$ cat src/rtl/pc_seq_ctrl_pkg.sv
// Shared encodings for the multi-cycle next-PC sequencer: NPC ops, instruction
// classes, FSM states and the per-cycle control bundle.
package pc_seq_ctrl_pkg;

    localparam int unsigned XLEN     = 32;
    localparam int unsigned NPC_OP_W = 2;
    localparam int unsigned CLS_W    = 3;
    localparam int unsigned STATE_W  = 3;

    localparam logic [XLEN-1:0] TEXT_BASE_ADDRESS = 32'h0000_3000;

    typedef enum logic [NPC_OP_W-1:0] {
        NPC_PLUS4    = 2'b00,
        NPC_BRANCH   = 2'b01,
        NPC_JUMP_IMM = 2'b10,
        NPC_JUMP_REG = 2'b11
    } npc_op_e;

    typedef enum logic [CLS_W-1:0] {
        CLS_ALU    = 3'd0,
        CLS_LOAD   = 3'd1,
        CLS_STORE  = 3'd2,
        CLS_BRANCH = 3'd3,
        CLS_J      = 3'd4,
        CLS_JAL    = 3'd5,
        CLS_JR     = 3'd6,
        CLS_HALT   = 3'd7
    } cls_e;

    typedef enum logic [STATE_W-1:0] {
        ST_FETCH  = 3'd0,
        ST_DECODE = 3'd1,
        ST_EXEC   = 3'd2,
        ST_MEM    = 3'd3,
        ST_WB     = 3'd4,
        ST_HALT   = 3'd5
    } state_e;

    // Strobes driven by the sequencer in a given cycle.
    typedef struct packed {
        npc_op_e npc_op;
        logic    pc_we;
        logic    ir_we;
        logic    imem_req;
        logic    dmem_req;
        logic    dmem_wr;
        logic    rf_we;
        logic    halted;
    } ctrl_t;

endpackage

$ cat src/rtl/pc_seq_ctrl_pc_reg.sv
// Architectural PC register: loads d on we, async reset to the text base.
module pc_seq_ctrl_pc_reg
    import pc_seq_ctrl_pkg::*;
#(
    parameter logic [XLEN-1:0] RESET_VAL = TEXT_BASE_ADDRESS
) (
    input  logic            clk,
    input  logic            rst,
    input  logic            we,
    input  logic [XLEN-1:0] d,
    output logic [XLEN-1:0] q
);

    always_ff @(posedge clk or posedge rst) begin
        if (rst) begin
            q <= RESET_VAL;
        end else if (we) begin
            q <= d;
        end
    end

endmodule

$ cat src/rtl/pc_seq_ctrl.sv
// Multi-cycle fetch/decode/exec/mem/wb sequencer owning the PC, the NPC op
// select, memory handshakes, write strobes and the retired-instruction count.
module pc_seq_ctrl
    import pc_seq_ctrl_pkg::*;
#(
    parameter logic [XLEN-1:0] TEXT_BASE = TEXT_BASE_ADDRESS
) (
    input  logic                clk,
    input  logic                rst,
    input  logic [XLEN-1:0]     npc,
    input  logic [CLS_W-1:0]    cls,
    input  logic                br_taken,
    input  logic                imem_ack,
    input  logic                dmem_ack,
    output logic [XLEN-1:0]     pc,
    output logic [NPC_OP_W-1:0] npc_op,
    output logic                pc_we,
    output logic                ir_we,
    output logic                imem_req,
    output logic                dmem_req,
    output logic                dmem_wr,
    output logic                rf_we,
    output logic                halted,
    output logic [XLEN-1:0]     instret
);

    state_e          state_q, state_d;
    cls_e            cls_q;
    cls_e            cls_in;
    npc_op_e         pend_q, pend_d;
    logic [XLEN-1:0] instret_q;
    ctrl_t           ctrl;

    assign cls_in = cls_e'(cls);

    // State register
    always_ff @(posedge clk or posedge rst) begin
        if (rst) begin
            state_q <= ST_FETCH;
        end else begin
            state_q <= state_d;
        end
    end

    // Next state and pending write-back NPC op
    always_comb begin
        state_d = state_q;
        pend_d  = pend_q;
        case (state_q)
            ST_FETCH: begin
                if (imem_ack) begin
                    state_d = ST_DECODE;
                end
            end
            ST_DECODE: begin
                case (cls_in)
                    CLS_J, CLS_JR: state_d = ST_FETCH;
                    CLS_JAL: begin
                        state_d = ST_WB;
                        pend_d  = NPC_JUMP_IMM;
                    end
                    CLS_HALT: state_d = ST_HALT;
                    default:  state_d = ST_EXEC;
                endcase
            end
            ST_EXEC: begin
                if (cls_q == CLS_BRANCH) begin
                    state_d = ST_FETCH;
                end else if (cls_q == CLS_LOAD || cls_q == CLS_STORE) begin
                    state_d = ST_MEM;
                end else begin
                    state_d = ST_WB;
                    pend_d  = NPC_PLUS4;
                end
            end
            ST_MEM: begin
                if (dmem_ack) begin
                    if (cls_q == CLS_STORE) begin
                        state_d = ST_FETCH;
                    end else begin
                        state_d = ST_WB;
                        pend_d  = NPC_PLUS4;
                    end
                end
            end
            ST_WB:   state_d = ST_FETCH;
            ST_HALT: state_d = ST_HALT;
            default: state_d = ST_FETCH;
        endcase
    end

    // Strobes decoded from state and this cycle's inputs; silent while in reset
    always_comb begin
        ctrl        = '0;
        ctrl.npc_op = NPC_PLUS4;
        if (!rst) begin
            case (state_q)
                ST_FETCH: begin
                    ctrl.imem_req = 1'b1;
                    ctrl.ir_we    = imem_ack;
                end
                ST_DECODE: begin
                    if (cls_in == CLS_J) begin
                        ctrl.npc_op = NPC_JUMP_IMM;
                        ctrl.pc_we  = 1'b1;
                    end else if (cls_in == CLS_JR) begin
                        ctrl.npc_op = NPC_JUMP_REG;
                        ctrl.pc_we  = 1'b1;
                    end
                end
                ST_EXEC: begin
                    if (cls_q == CLS_BRANCH) begin
                        ctrl.npc_op = br_taken ? NPC_BRANCH : NPC_PLUS4;
                        ctrl.pc_we  = 1'b1;
                    end
                end
                ST_MEM: begin
                    ctrl.dmem_req = 1'b1;
                    ctrl.dmem_wr  = (cls_q == CLS_STORE);
                    ctrl.pc_we    = dmem_ack && (cls_q == CLS_STORE);
                end
                ST_WB: begin
                    ctrl.rf_we  = 1'b1;
                    ctrl.npc_op = pend_q;
                    ctrl.pc_we  = 1'b1;
                end
                ST_HALT: ctrl.halted = 1'b1;
                default: ;
            endcase
        end
    end

    // Decoded class, pending op and retired-instruction counter
    always_ff @(posedge clk or posedge rst) begin
        if (rst) begin
            cls_q     <= CLS_ALU;
            pend_q    <= NPC_PLUS4;
            instret_q <= '0;
        end else begin
            if (state_q == ST_DECODE) begin
                cls_q <= cls_in;
            end
            pend_q <= pend_d;
            if (ctrl.pc_we) begin
                instret_q <= instret_q + XLEN'(1);
            end
        end
    end

    pc_seq_ctrl_pc_reg #(
        .RESET_VAL (TEXT_BASE)
    ) u_pc_reg (
        .clk (clk),
        .rst (rst),
        .we  (ctrl.pc_we),
        .d   (npc),
        .q   (pc)
    );

    assign npc_op   = ctrl.npc_op;
    assign pc_we    = ctrl.pc_we;
    assign ir_we    = ctrl.ir_we;
    assign imem_req = ctrl.imem_req;
    assign dmem_req = ctrl.dmem_req;
    assign dmem_wr  = ctrl.dmem_wr;
    assign rf_we    = ctrl.rf_we;
    assign halted   = ctrl.halted;
    assign instret  = instret_q;

endmodule

$ cat config.mk
export PLATFORM = sky130hd
export DESIGN_NAME = pc_seq_ctrl
export DESIGN_NICKNAME = d
export VERILOG_FILES = /design/src/rtl/pc_seq_ctrl_pkg.sv /design/src/rtl/pc_seq_ctrl_pc_reg.sv /design/src/rtl/pc_seq_ctrl.sv
export SDC_FILE = /design/constraint.sdc
export NUM_CORES = 1
export LEC_CHECK = 0
export CELL_PAD_IN_SITES_DETAIL_PLACEMENT = 1
export CELL_PAD_IN_SITES_GLOBAL_PLACEMENT = 1
export CORE_MARGIN = 1
export CORE_UTILIZATION = 35
export CTS_CLUSTER_SIZE = 16
export DETAILED_ROUTE_END_ITERATION = 8
export HOLD_SLACK_MARGIN = 0.02
export PLACE_DENSITY_LB_ADDON = 0.1
export SLEW_MARGIN = 0
export SYNTH_ARGS = -nofsm -noshare
export SYNTH_HDL_FRONTEND = slang
export SYNTH_SLANG_ARGS = --single-unit
$ cat constraint.sdc
create_clock -name clk -period 3 [get_ports clk]
set_input_delay 0.9 -clock clk [delete_from_list [all_inputs] [get_ports clk]]
set_output_delay 0.9 -clock clk [all_outputs]
set_load 0.1 [all_outputs]
==> qor.log <==
INFO  sta            min_period=2.868ns
INFO  final_layout   instances_no_fill=509
INFO  routing        vias=2609
INFO  sta            timing.max_slew.rel_slack=0.5851
INFO  cts            clkSlewWorstSetupHoldPaths=0.08ns
INFO  worst_setup_path reg2reg_setup_slack=0.77ns
INFO  sta            setup_viol=0
INFO  cts            cts_hold_buf=0
INFO  synthesis      synthesis.area=0.003287mm^2
INFO  routing        routedWlPerCell=16.76um
INFO  hold_path      hold_end=instret[31]$_DFFE_PP0P_
INFO  worst_setup_path reg2reg_depth=6
INFO  synthesis      post_synthesis_sequential_area_ratio=0.5413
INFO  final_layout   final.fill_count=974
INFO  floorplanning  starting_utilization_of_the_core_area=0.3697
INFO  worst_setup_path crit_chain=clkdlybuf4s50_1 > a21oi_1 > o21bai_4 > buf_12
INFO  floorplanning  boundaryPins=113
INFO  status         outcome=completed
INFO  synthesis      ys_top_cells_by_area=dfrtp_1, mux2_2, xnor2_1, nand4_1, and3_1
INFO  worst_setup_path worstReg2RegStart=state_q[2]$_DFFE_PP0P_
INFO  power          static-leakage-power=2.143nW
INFO  synthesis      post_synth.cell_area_avg=12.08um^2
INFO  final_layout   multi_input_comb_area=0.001469mm^2
INFO  floorplanning  die_area=0.009782mm^2
INFO  placement      placed_cells_incl_taps=493
INFO  routing        detail_routed_via_count_per_cell=5.126
INFO  job            max_cap_viol_count=0
INFO  cts            clkSinkCount=71
INFO  synthesis      synth_top_area_share=0.5253
INFO  sta            hold_viol_final=0
INFO  worst_setup_path timing.critical_path.from_type=input pin
INFO  floorplanning  chipHeight=98.91um
INFO  sta            fin_tns_setup=0ns
INFO  hold_path      holdCritStartpoint=instret[31]$_DFFE_PP0P_
INFO  synthesis      count_of_flip_flops_with_a_built_in_enable_after_synthesis=0
INFO  cts            cts_tree=yes
INFO  sta            fin_hold_ws=0.4780ns
INFO  sta            post-route-period-util=0.9560
INFO  sta            rsz_0062_raised_after_global_routing=no
INFO  routing        ant_nets=0
INFO  synthesis      cell_count_after_synthesis=272
INFO  power          total_power=5.641mW
INFO  synthesis      yosys_most_used_dff=dfrtp_1
INFO  grt            global_route_wire_length_before_repair=14410um
INFO  worst_setup_path critPathMaxFanout=2
INFO  final_layout   flow.area_growth_from_synthesis=45.03%
INFO  routing        totalWireLength=8533um
INFO  cts            cts_made_buffers=9
INFO  worst_setup_path required=2.10ns
INFO  sta            final_count_of_pins_violating_max_slew=0
INFO  hold_path      hold_path.class=reg -> reg
INFO  worst_setup_path critPathKind=in -> out
INFO  routing        initialDrtViolationCount=59
INFO  sta            worst_slew_pin_slew=0.6224ns
INFO  synthesis      async_reset_ff_frac=1.000
INFO  synthesis      synth.ff_latch_count=71
INFO  cts            insertion_delay=0.34ns
INFO  grt            number_of_antenna_violations_at_the_first_check_in_global_routing=0
INFO  grt            grt_start_max_net_pins=41
INFO  worst_setup_path timing.rr.end=u_pc_reg.q[7]$_DFFE_PP0P_
INFO  power          worst_ir_drop_vdd=0.4987mV
INFO  placement      numPortBuffers=112
INFO  sta            finalClockSkew=0.01228ns
INFO  final_layout   area.sequential=0.001780mm^2
INFO  power          cellPowerDensity=1183mW/mm^2
INFO  synthesis      synth_fp_nets=313
INFO  final_layout   post-route-util=0.5362
INFO  worst_setup_path wp_buf_inv=2
INFO  placement      preCtsSetupSlack=-0.08185ns
INFO  worst_setup_path crit_arrival=1.97ns
INFO  floorplanning  num_rows=34
INFO  worst_setup_path setup.worst_path.end_class=primary output
INFO  sta            achievable-frequency=0.3487GHz
INFO  final_layout   final_cell_area=0.004767mm^2
INFO  worst_setup_path critical_path.top_delay_family=buffers and inverters
INFO  final_layout   insertedDiodeCount=0
INFO  worst_setup_path worst_path_max_delay_cell=clkdlybuf4s50_1
INFO  grt            vias_in_the_first_global_route=2702
INFO  grt            grt.overflow.total=0
INFO  final_layout   number_of_nets_at_the_end_of_the_flow=437
INFO  floorplanning  chipWidth=98.91um
INFO  floorplanning  fp.coreArea=0.008891mm^2
INFO  hold_path      min_path_cells=1
INFO  sta            timing.final.ws_setup=0.1319ns
INFO  final_layout   drive_above_1_share=0.3815
INFO  placement      cell_area_reported_after_detailed_placement=0.004512mm^2
INFO  cts            cts-root-buf=clkbuf_8
INFO  cts            clk_path_buf_depth=2
INFO  routing        detail_route.drc_violations=0
INFO  worst_setup_path worst_path_largest_cell_delay=0.43ns
INFO  grt            track_usage=0.1884
INFO  synthesis      netlist.top_cell.by_area=dfrtp_1
INFO  placement      dpl.hpwl=6119um
INFO  synthesis      ys_warn_count=0
INFO  synthesis      netlist-cell-type-count=38
INFO  cts            ctsHtreeMaxLevel=3
INFO  routing        drtPass1Iterations=4
INFO  cts            number_of_setup_buffers_added_after_cts=0
INFO  placement      gpl_wtd_cong=0.8261
==> routing by layer <==
layer	GRT usage	vias to the layer above	wire length [um]
met5	0	-	0
met2	0.3023	78	4096
li1	-	1221	-
met4	0.07003	0	122
met1	0.2569	1299	3842
met3	0.03050	11	472
==> timing repair <==
action / in CTS / in global routing
endpoints found under the hold margin: 0 / 0
pin swaps: 3 / 4
resized for setup: 9 / 5
setup endpoints to repair: 5 / 2
==> area by class of cell <==
| type | count | area share |
|---|---|---|
| Clock buffer | 9 | 0.02598 |
| Clock inverter | 7 | 0.01522 |
| Inverter | 3 | 0.002362 |
| Multi-Input combinational cell | 185 | 0.3081 |
| Sequential cell | 71 | 0.3735 |
| Tap cell | 108 | 0.02835 |
| Timing Repair Buffer | 126 | 0.2465 |
==> cells in the final DEF, fill, tap and decap left out, drive strengths merged, types with 2 or more instances in the layout <==
cell | Yosys | routed
nand3 | 7 | 7
nand2 | 12 | 12
mux2 | 36 | 36
nand2b | 3 | 3
dlygate4sd2 | 0 | 2
xnor2 | 28 | 28
nor3 | 4 | 4
buf | 11 | 87
nor2 | 14 | 14
clkinvlp | 0 | 2
nand4 | 27 | 27
clkbuf | 2 | 9
and3 | 14 | 14
and2 | 4 | 4
dfrtp | 69 | 69
inv | 3 | 4
a21oi | 10 | 10
dfstp | 2 | 2
nor2b | 3 | 3
and4 | 4 | 4
clkinv | 0 | 3
dlymetal6s2s | 0 | 2
clkdlybuf4s50 | 0 | 35
xor2 | 4 | 4
nor3b | 3 | 3
==> kinds of logic after synthesis <==
group,Yosys count,share of synthesized area
multiplexers,36,0.1233
AND/OR/NAND/NOR,99,0.1743
XOR/XNOR,32,0.08756
adder cells (fa/ha/maj),1,0.003806
buffers and inverters,16,0.03769
AO/OA/AOI/OAI,17,0.03198
flip-flops,71,0.5413
==> flip-flops by register name, indices dropped and copies added, names as in the netlist <==
name and cells:
cls_q 3, instret 32, pend_q 1, state_q 3, u_pc_reg.q 32
==> report_power, final <==
| group | switching, mW | leakage [nW] | internal, mW |
|---|---|---|---|
| Sequential | 0.249 | 0.905 | 1.26 |
| Combinational | 2.51 | 1.14 | 0.860 |
| Clock | 0.379 | 0.0956 | 0.385 |
==> synthesized netlist by cell type, drive strengths merged (3+ instances only) <==
library cell  number
dfrtp             69
mux2              36
xnor2             28
nand4             27
and3              14
nor2              14
nand2             12
buf               11
a21oi             10
nand3              7
and2               4
and4               4
nor3               4
xor2               4
inv                3
nand2b             3
nor2b              3
nor3b              3
==> worst max-delay path by stage <==
stage | depth (start not counted) | to | start
after detailed placement | 6 | npc_op[0] | cls[0]
after global routing | 4 | pc_we | dmem_ack
after floorplan | 2 | imem_req | rst
final | 4 | pc_we | dmem_ack
after global placement | 6 | npc_op[0] | cls[0]
after CTS | 6 | npc_op[0] | cls[0]
(Power assumes the default switching activity.)
